**src/rtl/timer_pkg.sv**
```systemverilog
`default_nettype none
// ============================================================================
// Module  : timer_pkg
// Brief   : Shared types and helpers for the BCD countdown timer.
// Revision: 1.0 - initial release
// ============================================================================
package timer_pkg;

    typedef enum logic [1:0] {
        IDLE    = 2'd0,
        RUN     = 2'd1,
        PAUSE   = 2'd2,
        EXPIRED = 2'd3
    } timer_state_t;

    typedef logic [3:0] bcd_t;

    localparam bcd_t BCD_MAX = 4'd9;

    // Non-decimal nibbles saturate to the largest legal digit
    function automatic bcd_t clamp_bcd(input bcd_t d);
        return (d > BCD_MAX) ? BCD_MAX : d;
    endfunction

endpackage
`default_nettype wire

```
**src/rtl/tick_prescaler.sv**
```systemverilog
`default_nettype none
// ============================================================================
// Module  : tick_prescaler
// Brief   : Modulo-TICKS enable counter producing a one-cycle tick strobe.
// Revision: 1.0 - initial release
// ============================================================================
module tick_prescaler #(
    parameter int TICKS = 10
) (
    input  logic clk,
    input  logic reset,
    input  logic clr,
    input  logic ena,
    output logic tick
);

    localparam int              c_W    = (TICKS > 1) ? $clog2(TICKS) : 1;
    localparam logic [c_W-1:0]  c_LAST = c_W'(TICKS - 1);

    logic [c_W-1:0] r_count;

    // Counter advances only while enabled, so a freeze keeps the phase intact
    always_ff @(posedge clk or posedge reset) begin
        if (reset) begin
            r_count <= '0;
        end else if (clr) begin
            r_count <= '0;
        end else if (ena) begin
            if (r_count == c_LAST) begin
                r_count <= '0;
            end else begin
                r_count <= r_count + c_W'(1);
            end
        end
    end

    assign tick = ena && (r_count == c_LAST);

endmodule
`default_nettype wire

```
**src/rtl/countdown_timer_ctrl.sv**
```systemverilog
`default_nettype none
// ============================================================================
// Module  : countdown_timer_ctrl
// Brief   : Loadable multi-digit BCD countdown timer with built-in prescaler,
//           pause/resume and expiry flagging.
// Revision: 1.0 - initial release
// ============================================================================
module countdown_timer_ctrl
    import timer_pkg::*;
#(
    parameter int NUM_DIGITS  = 2,
    parameter int CLK_FREQ_HZ = 31_500_000,
    parameter int TICK_HZ     = 1
) (
    input  logic                    clk,
    input  logic                    reset,
    input  logic                    load_req,
    input  logic [4*NUM_DIGITS-1:0] load_value,
    input  logic                    start,
    input  logic                    pause,
    output logic [4*NUM_DIGITS-1:0] digits,
    output logic                    running,
    output logic                    tick_out,
    output logic                    expired,
    output logic                    expire_pulse
);

    localparam int c_TICKS = CLK_FREQ_HZ / TICK_HZ;

    timer_state_t              r_state;
    timer_state_t              w_state_next;
    logic [4*NUM_DIGITS-1:0]   r_digits;
    logic [4*NUM_DIGITS-1:0]   w_dec_value;
    logic [4*NUM_DIGITS-1:0]   w_load_clamped;
    logic [NUM_DIGITS-1:0]     w_borrow;
    logic                      w_dec_zero;
    logic                      w_ena;
    logic                      w_tick;
    logic                      r_running;
    logic                      r_tick_out;
    logic                      r_expired;
    logic                      r_expire_pulse;

    // Prescaler only runs in RUN; pause or a load both freeze it (load also clears it)
    assign w_ena = (r_state == RUN) && !pause && !load_req;

    tick_prescaler #(
        .TICKS (c_TICKS)
    ) u_prescaler (
        .clk   (clk),
        .reset (reset),
        .clr   (load_req),
        .ena   (w_ena),
        .tick  (w_tick)
    );

    // Digit 0 always borrows; higher digits borrow when every lower digit was 0
    assign w_borrow[0] = 1'b1;

    for (genvar i = 0; i < NUM_DIGITS; i++) begin : g_digit
        bcd_t w_cur;
        assign w_cur = r_digits[4*i +: 4];
        assign w_dec_value[4*i +: 4] = w_borrow[i] ?
                                       ((w_cur == 4'd0) ? BCD_MAX : (w_cur - 4'd1)) :
                                       w_cur;
        assign w_load_clamped[4*i +: 4] = clamp_bcd(load_value[4*i +: 4]);
        if (i < NUM_DIGITS - 1) begin : g_chain
            assign w_borrow[i+1] = w_borrow[i] && (w_cur == 4'd0);
        end
    end

    assign w_dec_zero = (w_dec_value == '0);

    // State register
    always_ff @(posedge clk or posedge reset) begin
        if (reset) begin
            r_state <= IDLE;
        end else begin
            r_state <= w_state_next;
        end
    end

    // Next-state: load first, then pause, then start, then tick
    always_comb begin
        w_state_next = r_state;
        if (load_req) begin
            w_state_next = IDLE;
        end else begin
            case (r_state)
                IDLE: begin
                    if (!pause && start && (r_digits != '0)) begin
                        w_state_next = RUN;
                    end
                end
                RUN: begin
                    if (pause) begin
                        w_state_next = PAUSE;
                    end else if (w_tick && w_dec_zero) begin
                        w_state_next = EXPIRED;
                    end
                end
                PAUSE: begin
                    if (!pause) begin
                        w_state_next = RUN;
                    end
                end
                EXPIRED: w_state_next = EXPIRED;
                default: w_state_next = IDLE;
            endcase
        end
    end

    // Count register: load wins, otherwise step down on each prescaler tick
    always_ff @(posedge clk or posedge reset) begin
        if (reset) begin
            r_digits <= '0;
        end else if (load_req) begin
            r_digits <= w_load_clamped;
        end else if (w_tick) begin
            r_digits <= w_dec_value;
        end
    end

    // Status outputs registered from the next state so they align with the digits
    always_ff @(posedge clk or posedge reset) begin
        if (reset) begin
            r_running      <= 1'b0;
            r_tick_out     <= 1'b0;
            r_expired      <= 1'b0;
            r_expire_pulse <= 1'b0;
        end else begin
            r_running      <= (w_state_next == RUN);
            r_tick_out     <= w_tick;
            r_expired      <= (w_state_next == EXPIRED);
            r_expire_pulse <= (w_state_next == EXPIRED) && (r_state != EXPIRED);
        end
    end

    assign digits       = r_digits;
    assign running      = r_running;
    assign tick_out     = r_tick_out;
    assign expired      = r_expired;
    assign expire_pulse = r_expire_pulse;

endmodule
`default_nettype wire
```
**config.mk**
```make
export PLATFORM = sky130hd
export DESIGN_NAME = countdown_timer_ctrl
export DESIGN_NICKNAME = d
export VERILOG_FILES = /design/src/rtl/timer_pkg.sv /design/src/rtl/tick_prescaler.sv /design/src/rtl/countdown_timer_ctrl.sv
export SDC_FILE = /design/constraint.sdc
export NUM_CORES = 1
export LEC_CHECK = 0
export ABC_AREA = 1
export BUFFER_PORTS_ARGS = -buffer_cell sky130_fd_sc_hd__buf_2
export CORE_MARGIN = 10
export CORE_UTILIZATION = 35
export DETAILED_ROUTE_END_ITERATION = 12
export PLACE_DENSITY_LB_ADDON = 0.1
export SYNTH_ARGS = -nofsm -noshare
export SYNTH_HDL_FRONTEND = slang
export SYNTH_SLANG_ARGS = --single-unit
```
**constraint.sdc**
```tcl
create_clock -name clk -period 3.6 [get_ports clk]
set_input_delay 0.72 -clock clk [delete_from_list [all_inputs] [get_ports clk]]
set_output_delay 0.72 -clock clk [all_outputs]
set_load 0.01 [all_outputs]
```
# == Yosys cells after proc, flatten, opt, wreduce, memory -nomap -nowiden ==
# Index checks and enable logic that the tools add are counted.
# classes
reduce_logical,16
order_cmp,2
eq_ne,7
add_sub_neg,3
mux,16
# op_table
cell,count
$mux 25,3
$add 25x1->25 const B,1
$eq 25x25->1 const B,1
$mux 4,5
$mux 8,2
$mux 2,5
$gt 4x4->1 const B,2
$logic_not 4->1,2
$logic_not 8->1,1
$pmux 2 s4,1
$reduce_bool 8->1,1
$sub 4x1->4 const B,2
$logic_and 1x1->1,7
$eq 2x2->1 const B,3
$eq 2x1->1 const B,2
$reduce_bool 2->1,2
$logic_not 1->1,2
$logic_not 2->1,1
$ne 2x2->1 const B,1
# word_totals
elab_cells,51
output_inout_bits,12
in_bits,13
reg_bits,39

# == Logic depth before layout (Yosys ltp) ==
# Gate-level depths: netlist of the first run.
# logic_depth
ltp_word,11
depth_mapped,11
depth_no_buf,11

# == By module ==
# From an unflattened synthesis of the first run, not the netlist that was laid out.
# hier_totals
hier_cells,357
area_unflattened_um2,2521.2
# modules_own_cells
mod,cells_each,seq_area_each_um2,area_each_um2,instances
tick_prescaler,252,625.6,1716.6,1
countdown_timer_ctrl,105,350.3,804.5,1

# == Least setup slack after synthesis of the first run ==
# Ideal clock, no wire load.
# synth_path
kind,input to register
startpoint,in pause
endpoint,reg u_prescaler.r_count[11]
setup_ns,0.132
path_buffers,1
t_arrival_ns,1.481
path_slack_ns,1.987
stages,5
required_ns,3.468
path_cell_list,nor3_2 > inv_1 > nand2_1 > clkbuf_1 > o22ai_1
# synth_via
elab_chain_len,4
# synth_lines
item,line,source
start: declaration,countdown_timer_ctrl.sv:20,"input logic pause,"
$logic_not 1->1,--,
$logic_and 1x1->1 (2 in a row),countdown_timer_ctrl.sv:45,assign w_ena = (r_state == RUN) && !pause && !load_req;
$reduce_bool 2->1 (no source line),--,
end signal: assignment,tick_prescaler.sv:32,r_count <= r_count + c_W'(1);
end: declaration,tick_prescaler.sv:20,logic [c_W-1:0] r_count;
# No other way between the ends.
# A chain may end at the register's enable or synchronous reset.

# == Worst setup path after layout of the first run ==
# layout_path
startpoint,reg u_prescaler.r_count[0]
endpoint,reg u_prescaler.r_count[16]
# layout_via
elab_chain_len,4
elab_cells_between_ends,5
cone_classes,add/sub (1); eq/ne (1); mux (3)
# layout_lines
item,line,source
$add 25x1->25 / $eq 25x25->1 (equally long branches),"tick_prescaler.sv:32, tick_prescaler.sv:29",
$mux 25 (*),tick_prescaler.sv:29,if (r_count == c_LAST) begin
$mux 25 (*),tick_prescaler.sv:28,end else if (ena) begin
$mux 25 (*),tick_prescaler.sv:26,end else if (clr) begin
# Every way passes the cells marked *; elsewhere a longest branch is shown, timed or not. The select of a mux whose other input is x is not followed.

==> run metrics, run 1 <==
internal power=635 µW; Flop pwr share=0.523; number of synthesized flops with an enable pin=0; Tightest Hold Check Type=in -> async; site row count=31; total power=~900 µW; clk slew on worst S/H paths=approximately 0.080 ns; Clock Path Buffers=2; Post-DP Area=approximately 0.0028 mm²; worst-path cell chain=ha_1 -> nand2_2 -> nor2_4 -> inv_2 -> nor2_2 -> nand3_2 -> nand2_2 -> inv_2 -> nand3_1 -> o21ai_0; NetSw=~270 µW; asr flop ratio synth=1.00; post-route insts no fill=around 500; hpwl dp=about 5.4 mm; total track usage=0.132; starting density of the core=0.356; first-iteration detailed-routing DRC count=roughly 200; slowest stage delay, CP=roughly 0.47 ns; synthesis-stage register bit count=39; CP Class=reg -> reg; Layout area overhead=12.0%; Avg WL per Cell=about 14 µm; Worst-Margin Slew=0.518 ns; type of destination of the critical path=flop; placed cells=about 500; Max-cap violations=0; layout cells sized above 1=0.136; min Tclk post-route=2.07 ns; sequential cell area fraction in the yosys report=0.382; worst r2r dst=u_prescaler.r_count[16]$_DFFE_PP0P_; Worst Skew=0.00843 ns; Unique masters post-synth=31; PostCTS Resize Cnt=0; synth warn=0; VDD IR max=182 µV; TNS Setup=0 ns; clock share of power=0.332; Post-CTS Hold Buffers=0; Top Ports=25; combinational power share=0.146; # diodes=0; Final Hold Fails=0; clk root buf=clkbuf_8; final hold slack=~0.53 ns; antenna viol nets, final=0; Die Height=around 110 µm; reg2reg start=u_prescaler.r_count[0]$_DFFE_PP0P_; Max Slew Vio Count=0; clock sinks=39; P_leak=0.00132 µW; Pre-antenna DRT Iters=5; core area=around 0.0072 mm²; most common cell after layout, fill and taps aside=nand2_1; FMAX=483 MHz; status=finished clean; CP Launch Type=flop; vias=approximately 2,500; setup violators final=0; reg2reg setup slack=roughly 1.5 ns; CTS tree=yes; grt total ovfl=0; unrepaired setup endpoints after global routing=no; Syn Area/Cell=6.89 µm²; post-CTS setup buffer count=0; Die W=105 µm; RD Place Congestion=between 0.8 and 0.9; first-pass GRT wire length=between 10 and 15 mm; H-tree levels=2; share of the cycle needed by the critical path after routing=0.575; most frequent cells in the layout=nand2_1, nor2_1, inv_1; Post-Route WL=roughly 7.1 mm; worst path bufs/invs=2; die area=about 0.011 mm²; Rel. slew slack=0.655; drt drc=0; cts bufs inserted=5; Post-Syn Area=0.00255 mm²; R2R depth=10; CP required=between 3 and 4 ns; number of vias per cell=4.97; Worst path top cell family by delay=simple AND/OR/NAND/NOR gates; largest net degree at the start of global routing=40; Final Cell Area=about 0.0029 mm²; Primary FF master, synth=dfrtp_1; slowest CP cell=dfrtp_1; initial antenna violation count=0; vias in the first global route=2,376; clk_lat worst skew=around 0.30 ns; Crit path arrival time=2.25 ns; Port Buffer Count=24; synthesized instance count=371; Crit Path Max Fanout=13; switch share=0.295; NumNets Final=411; power density over the cells=about 310 mW/mm²; Synth Net Count=slightly below 400
[through the flow]
stage / utilization / setup WS [ns]
2_1_floorplan: - / 1.99
3_3_place_gp: 0.388 / 1.35
3_5_place_dp: 0.388 / 1.26
4_1_cts: 0.399 / 1.54
5_1_grt: 0.399 / 1.35
6_report: 0.399 / 1.53
[worst max path at each step]
stage | cells past startpoint | endpoint | startpoint | slack, ns
finish | 10 | u_prescaler.r_count[16]$_DFFE_PP0P_ | u_prescaler.r_count[0]$_DFFE_PP0P_ | 1.53
global route | 10 | u_prescaler.r_count[20]$_DFFE_PP0P_ | u_prescaler.r_count[0]$_DFFE_PP0P_ | 1.35
CTS | 10 | u_prescaler.r_count[16]$_DFFE_PP0P_ | u_prescaler.r_count[0]$_DFFE_PP0P_ | 1.54
detailed placement | 8 | u_prescaler.r_count[18]$_DFFE_PP0P_ | load_req | 1.26
global placement | 8 | u_prescaler.r_count[18]$_DFFE_PP0P_ | load_req | 1.35
floorplan | 1 | digits[0]$_DFFE_PP0P_ | reset | 1.99
[cell usage after synthesis, types with 2 or more instances]
master,instances,area share
a21oi_1,6,0.012
nand2_2,3,0.0073
nor3_2,2,0.0078
o21a_1,2,0.0059
nand3_2,2,0.0078
dfrtp_1,39,0.38
inv_1,41,0.060
o22ai_1,8,0.020
nand2_4,3,0.013
nor2_4,3,0.013
nand3_1,37,0.072
clkbuf_1,3,0.0044
nor3_1,8,0.016
o21ai_1,3,0.0059
or2_2,2,0.0049
o21bai_1,3,0.0088
o21ai_0,11,0.022
nor2_1,47,0.069
nand2_1,107,0.16
xor2_1,11,0.038
nand4_1,15,0.037
inv_2,3,0.0044
nor2_2,4,0.0098
[tightest hold or removal path: stages]
cell      delay, ns
buf_2          0.10
clkinv_1       0.03
buf_4          0.43
[logic make-up (layout without fill, tap and decap cells)]
group	count (synthesis)	after routing	share of synthesized area
flip-flops	39	39	0.382
adder cells (fa/ha/maj)	1	1	0.00490
XOR/XNOR	11	11	0.0377
buffers and inverters	51	78	0.0774
AND/OR/NAND/NOR	233	233	0.415
AO/OA/AOI/OAI	36	36	0.0828
[area by class of cell]
type / count / area (µm²)
Tap cell: 99 / 124
Sequential cell: 39 / 976
Fill cell: 785 / 4310
Multi-Input combinational cell: 281 / 1380
Clock buffer: 7 / 76.3
Clock inverter: 1 / 5.00
Inverter: 44 / 165
Timing Repair Buffer: 26 / 135
[power groups by stage]
| stage | clock, µW | combinational [µW] | sequential (µW) |
|---|---|---|---|
| 6_report | 299 | 131 | 472 |
| 3_3_place_gp | 0 | 133 | 481 |
| 5_1_grt | 323 | 151 | 475 |
| 2_1_floorplan | 0 | 81.9 | 484 |
| 4_1_cts | 306 | 134 | 472 |
| 3_5_place_dp | 0 | 133 | 481 |
[metal layers]
metal | share of wire | vias up | track usage
met5 | 0 | - | 0
met1 | 0.50 | 1163 | 0.187
met4 | 0.0098 | 0 | 0.0324
met3 | 0.046 | 7 | 0.0219
met2 | 0.44 | 54 | 0.203
li1 | - | 1245 | -
[state kept, by name (all words and copies together) (netlist names)]
signal               flops
u_prescaler.r_count     25
expire_pulse             1
running                  1
r_state                  2
tick_out                 1
digits                   8
expired                  1
(Power assumes the default switching activity.)
==> inputs of run 2 (changes only) <==
- clock period: 3.6 -> 1.8 ns (I/O delays scaled with it)
==> run 2 against run 1 <==
  * Largest cell class unchanged
  * Sequential power grew 100%
  * Total power rose by 100%
  * Global-route usage is essentially flat
  * Via count grew 1.6%
==> run metrics, run 2 (same netlist as run 1, synthesis figures left out) <==
number of vias per cell=just under 5; Die Height=105 µm; Final Hold Fails=0; Crit path arrival time=between 1.5 and 2 ns; drt drc=0; Setup Slack @ Placement=0.0865 ns; most common cell after layout, fill and taps aside=nand2_1; vias in the first global route=between 2,000 and 2,500; CP Class=reg -> reg; first-pass GRT wire length=~12 mm; grt total ovfl=0; largest net degree at the start of global routing=40; CTS tree=yes; Die W=105 µm; Post-CTS Hold Buffers=0; Pre-antenna DRT Iters=4; antenna viol nets, final=0; first-iteration detailed-routing DRC count=about 130; hpwl dp=roughly 5.4 mm; Worst-Margin Slew=between 0.5 and 0.6 ns; fill count=a little under 800; min Tclk post-route=1.69 ns; Clock Path Buffers=2; NumNets Final=between 400 and 500; P_leak=roughly 0.0014 µW; Final WS setup=roughly 0.11 ns; power density over the cells=approximately 620 mW/mm²; share of the cycle needed by the critical path after routing=0.937; site row count=31; Crit Path Max Fanout=4; VDD IR max=319 µV; Worst Skew=0.00330 ns; Layout area overhead=16.0%; Post-Route WL=about 7.2 mm; most frequent cells in the layout=nand2_1, nor2_1, inv_1; initial antenna violation count=0; clk_lat worst skew=approximately 0.30 ns; max FFs per register=25; Tightest Hold Check Type=in -> async; storage element area=~980 µm²; cts bufs inserted=5; die area=0.0111 mm²; total track usage=0.132; CP Launch Type=flop; Avg WL per Cell=roughly 14 µm; clk slew on worst S/H paths=roughly 0.090 ns; Max Slew Vio Count=0; type of destination of the critical path=flop; status=finished clean; RD Place Congestion=between 0.8 and 0.9; H-tree levels=2; FMAX=between 500 and 600 MHz; Top reg by flops=u_prescaler.r_count; Port Buffer Count=24; clk root buf=clkbuf_8; area occupied by multi-input gates=0.00138 mm²; vias=around 2,500; unrepaired setup endpoints after global routing=no; TNS Setup=0 ns; layout cells sized above 1=0.168; core area=0.00718 mm²; clock sinks=39; Max-cap violations=0; Rel. slew slack=0.648; starting density of the core=0.356; # diodes=0; Top Ports=25; setup violators final=0; CP required=about 2.0 ns; final hold slack=around 0.16 ns
==> run 2: changes by cell type in the layout (fill, tap and decap cells not counted), sizes merged <==
cell / before / now
clkinvlp: 0 / 2
buf: 26 / 38
clkbuf: 7 / 5
==> run 2: power by group <==
group | total [µW] | switching, µW | leakage, µW | internal (µW)
combinational | 276 | 175 | 0.000802 | 101
sequential | 942 | 34.4 | 0.000532 | 908
clock | 629 | 358 | 0.0000402 | 270
total | 1850 | 568 | 0.00137 | 1280
==> run 2: metal layers <==
metal | vias up | track usage | share of wire
met1 | 1173 | 0.195 | 0.50
met4 | 0 | 0.0294 | 0.0097
met3 | 6 | 0.0231 | 0.044
met5 | - | 0 | 0
li1 | 1283 | - | -
met2 | 46 | 0.193 | 0.45
==> run 2: cell type report <==
type,instances,area share
sequential,39,0.329
multi-input combinational,281,0.467
clock buffer,5,0.0232
inverter,44,0.0557
clock inverter,3,0.00676
tap,99,0.0418
timing repair buffer,38,0.0760
==> run 2: worst max-delay path, stage by stage (launching register included) <==
cell and delay, ns:
dfrtp_1 0.37, ha_2 0.20, nand2_2 0.09, nor2_4 0.16, inv_2 0.06, nor2_2 0.11, nand3_2 0.13, nor2_4 0.20
nand3_2 0.14, a21oi_1 0.16
==> run 2: through the flow <==
step | util | area, µm² | total power [µW] | cells
global route | 0.413 | 2960 | 1950 | 509
global placement | 0.397 | 2850 | 1240 | 498
finish | 0.413 | 2960 | 1850 | 509
detailed placement | 0.397 | 2850 | 1240 | 498
CTS | 0.409 | 2940 | 1870 | 506
floorplan | - | 2550 | 1130 | 371
==> run 2: timing repair <==
item,in CTS,in global routing
resized for setup,0,1
setup buffers,0,3
setup endpoints to repair,0,23
endpoints found under the hold margin,0,0
==> run 2: final timing paths <==
check | from | endpoint | slack (ns) | cells after the start
worst max-delay path | u_prescaler.r_count[0]$_DFFE_PP0P_ | r_state[1]$_DFF_PP0_ | 0.11 | 9
worst min-delay path | reset | u_prescaler.r_count[19]$_DFFE_PP0P_ | 0.16 | 3
worst max register to register | u_prescaler.r_count[0]$_DFFE_PP0P_ | r_state[1]$_DFF_PP0_ | 0.11 | 9
worst min register to register | digits[5]$_DFFE_PP0P_ | digits[5]$_DFFE_PP0P_ | 0.56 | 2
max in group asynchronous | reset | u_prescaler.r_count[14]$_DFFE_PP0P_ | 1.27 | 3
min in group clk | load_value[0] | digits[0]$_DFFE_PP0P_ | 0.33 | 5
==> inputs of run 3 (changes only) <==
- CTS_BUF_LIST: default -> sky130_fd_sc_hd__clkbuf_16
==> run 3 against run 2 <==
  * Die area unchanged
  * Non-clock buffer count is the same
  * Global-route usage rose by 0.24 points
  * Combinational power hardly changed
  * Clock skew about the same
  * Cell area up 2.1%
  * Critical path type unchanged
  * Critical endpoint unchanged
  * Largest power group unchanged
==> run metrics, run 3 (same netlist as run 1, synthesis figures left out) <==
Setup Slack @ Placement=between 0.08 and 0.09 ns; power density over the cells=approximately 700 mW/mm²; Final Hold Fails=0; CTS tree=yes; min Tclk post-route=roughly 1.7 ns; Crit Path Max Fanout=4; H-tree levels=2; share of the cycle needed by the critical path after routing=0.940; Layout area overhead=18.4%; cts bufs inserted=5; NumNets Final=about 420; Worst path top cell family by delay=simple AND/OR/NAND/NOR gates; number of vias per cell=4.94; initial antenna violation count=0; met2 usage=0.195; P_leak=between 0.001 and 0.0015 µW; Post-Route WL=around 7.3 mm; site row count=31; type of destination of the critical path=flop; Port Buffer Count=24; Pre-antenna DRT Iters=4; hpwl dp=around 5.4 mm; starting density of the core=0.356; Top reg by flops=u_prescaler.r_count; Top Ports=25; layout cells sized above 1=0.168; setup violators final=0; clk root buf=clkbuf_16; Die Height=about 110 µm; Worst Skew=approximately 0.0033 ns; R2R depth=9; slowest CP cell=dfrtp_1; most common cell after layout, fill and taps aside=nand2_1; largest net degree at the start of global routing=40; FMAX=~590 MHz; first-iteration detailed-routing DRC count=between 100 and 150; M1 GR Usage=0.195; grt total ovfl=0; RD Place Congestion=around 0.85; Most Crowded Layer GR=met1; Post-CTS Hold Buffers=0; core area=about 0.0072 mm²; vias=between 2,000 and 3,000; Max-cap violations=0; total power=approximately 2100 µW; Die W=between 100 and 150 µm; antenna viol nets, final=0; Tightest Hold Check Type=in -> async; Worst-Margin Slew=0.538 ns; TNS Setup=0 ns; clk_lat worst skew=0.29 ns; worst-path cell chain=ha_2 -> nand2_2 -> nor2_4 -> inv_2 -> nor2_2 -> nand3_2 -> nor2_4 -> nand3_2 -> a21oi_1; Rel. slew slack=0.641; CP Launch Type=flop; worst r2r dst=r_state[1]$_DFF_PP0_; most frequent cells in the layout=nand2_1, nor2_1, inv_1; reg2reg start=u_prescaler.r_count[0]$_DFFE_PP0P_; CP required=~2 ns; status=finished clean; CP Class=reg -> reg; Avg WL per Cell=roughly 14 µm; Max Slew Vio Count=0; fill count=775; die area=0.0111 mm²; # diodes=0; total track usage=0.134; drt drc=0; clock sinks=39; slowest stage delay, CP=about 0.36 ns; Crit path arrival time=roughly 1.9 ns; final hold slack=between 0.15 and 0.2 ns; worst path bufs/invs=1; first-pass GRT wire length=~12 mm; vias in the first global route=around 2,400; clk slew on worst S/H paths=around 0.06 ns; met3 Resource Use GR=0.0250; max FFs per register=25; Clock Path Buffers=2; unrepaired setup endpoints after global routing=no; VDD IR max=about 370 µV; Final WS setup=around 0.11 ns; reg2reg setup slack=between 0.1 and 0.15 ns
run 3: how the worst max path moves through the flow:
stage	from	slack, ns	end	depth (start not counted)
CTS	u_prescaler.r_count[1]$_DFFE_PP0P_	0.07	expired$_DFF_PP0_	9
detailed placement	u_prescaler.r_count[1]$_DFFE_PP0P_	0.09	running$_DFF_PP0_	10
global route	u_prescaler.r_count[0]$_DFFE_PP0P_	0.01	running$_DFF_PP0_	10
finish	u_prescaler.r_count[0]$_DFFE_PP0P_	0.11	r_state[1]$_DFF_PP0_	9
floorplan	u_prescaler.r_count[0]$_DFFE_PP0P_	0.29	u_prescaler.r_count[11]$_DFFE_PP0P_	9
global placement	u_prescaler.r_count[1]$_DFFE_PP0P_	0.14	u_prescaler.r_count[20]$_DFFE_PP0P_	10
run 3: worst min-delay path, delay by kind of cell:
family                 cells  cell delay [ns]
buffers and inverters      3             0.57
run 3: cell type report:
cell class / instances / area, µm² / share of cell area
Clock inverter: 3 / 20.0 / 0.00662
Tap cell: 99 / 124 / 0.0410
Multi-Input combinational cell: 281 / 1390 / 0.459
Clock buffer: 5 / 125 / 0.0414
Inverter: 44 / 165 / 0.0546
Sequential cell: 39 / 976 / 0.323
Timing Repair Buffer: 38 / 225 / 0.0745
run 3: routing by layer:
metal / wire, µm / vias up
li1: - / 1285
met1: 3760 / 1181
met2: 3200 / 42
met3: 260 / 5
met4: 92 / 0
met5: 0 / -
run 3: what timing repair did:
action | CTS | global route
resized for setup | 0 | 2
endpoints found under the setup margin | 0 | 23
buffers inserted | 0 | 3
run 3: stage by stage:
step	std cells	utilization	area (µm²)
final	509	0.421	3020
after global routing	509	0.421	3020
after CTS	506	0.417	2990
after detailed placement	498	0.397	2850
after global placement	498	0.397	2850
after floorplan	371	-	2550
run 3: where the power goes:
part | switching, µW | internal (µW) | total, µW | leakage [µW]
Sequential | 34.1 | 909 | 943 | 0.000532
Combinational | 176 | 101 | 277 | 0.000803
Clock | 392 | 511 | 904 | 0.0000658
Total | 603 | 1520 | 2120 | 0.00140
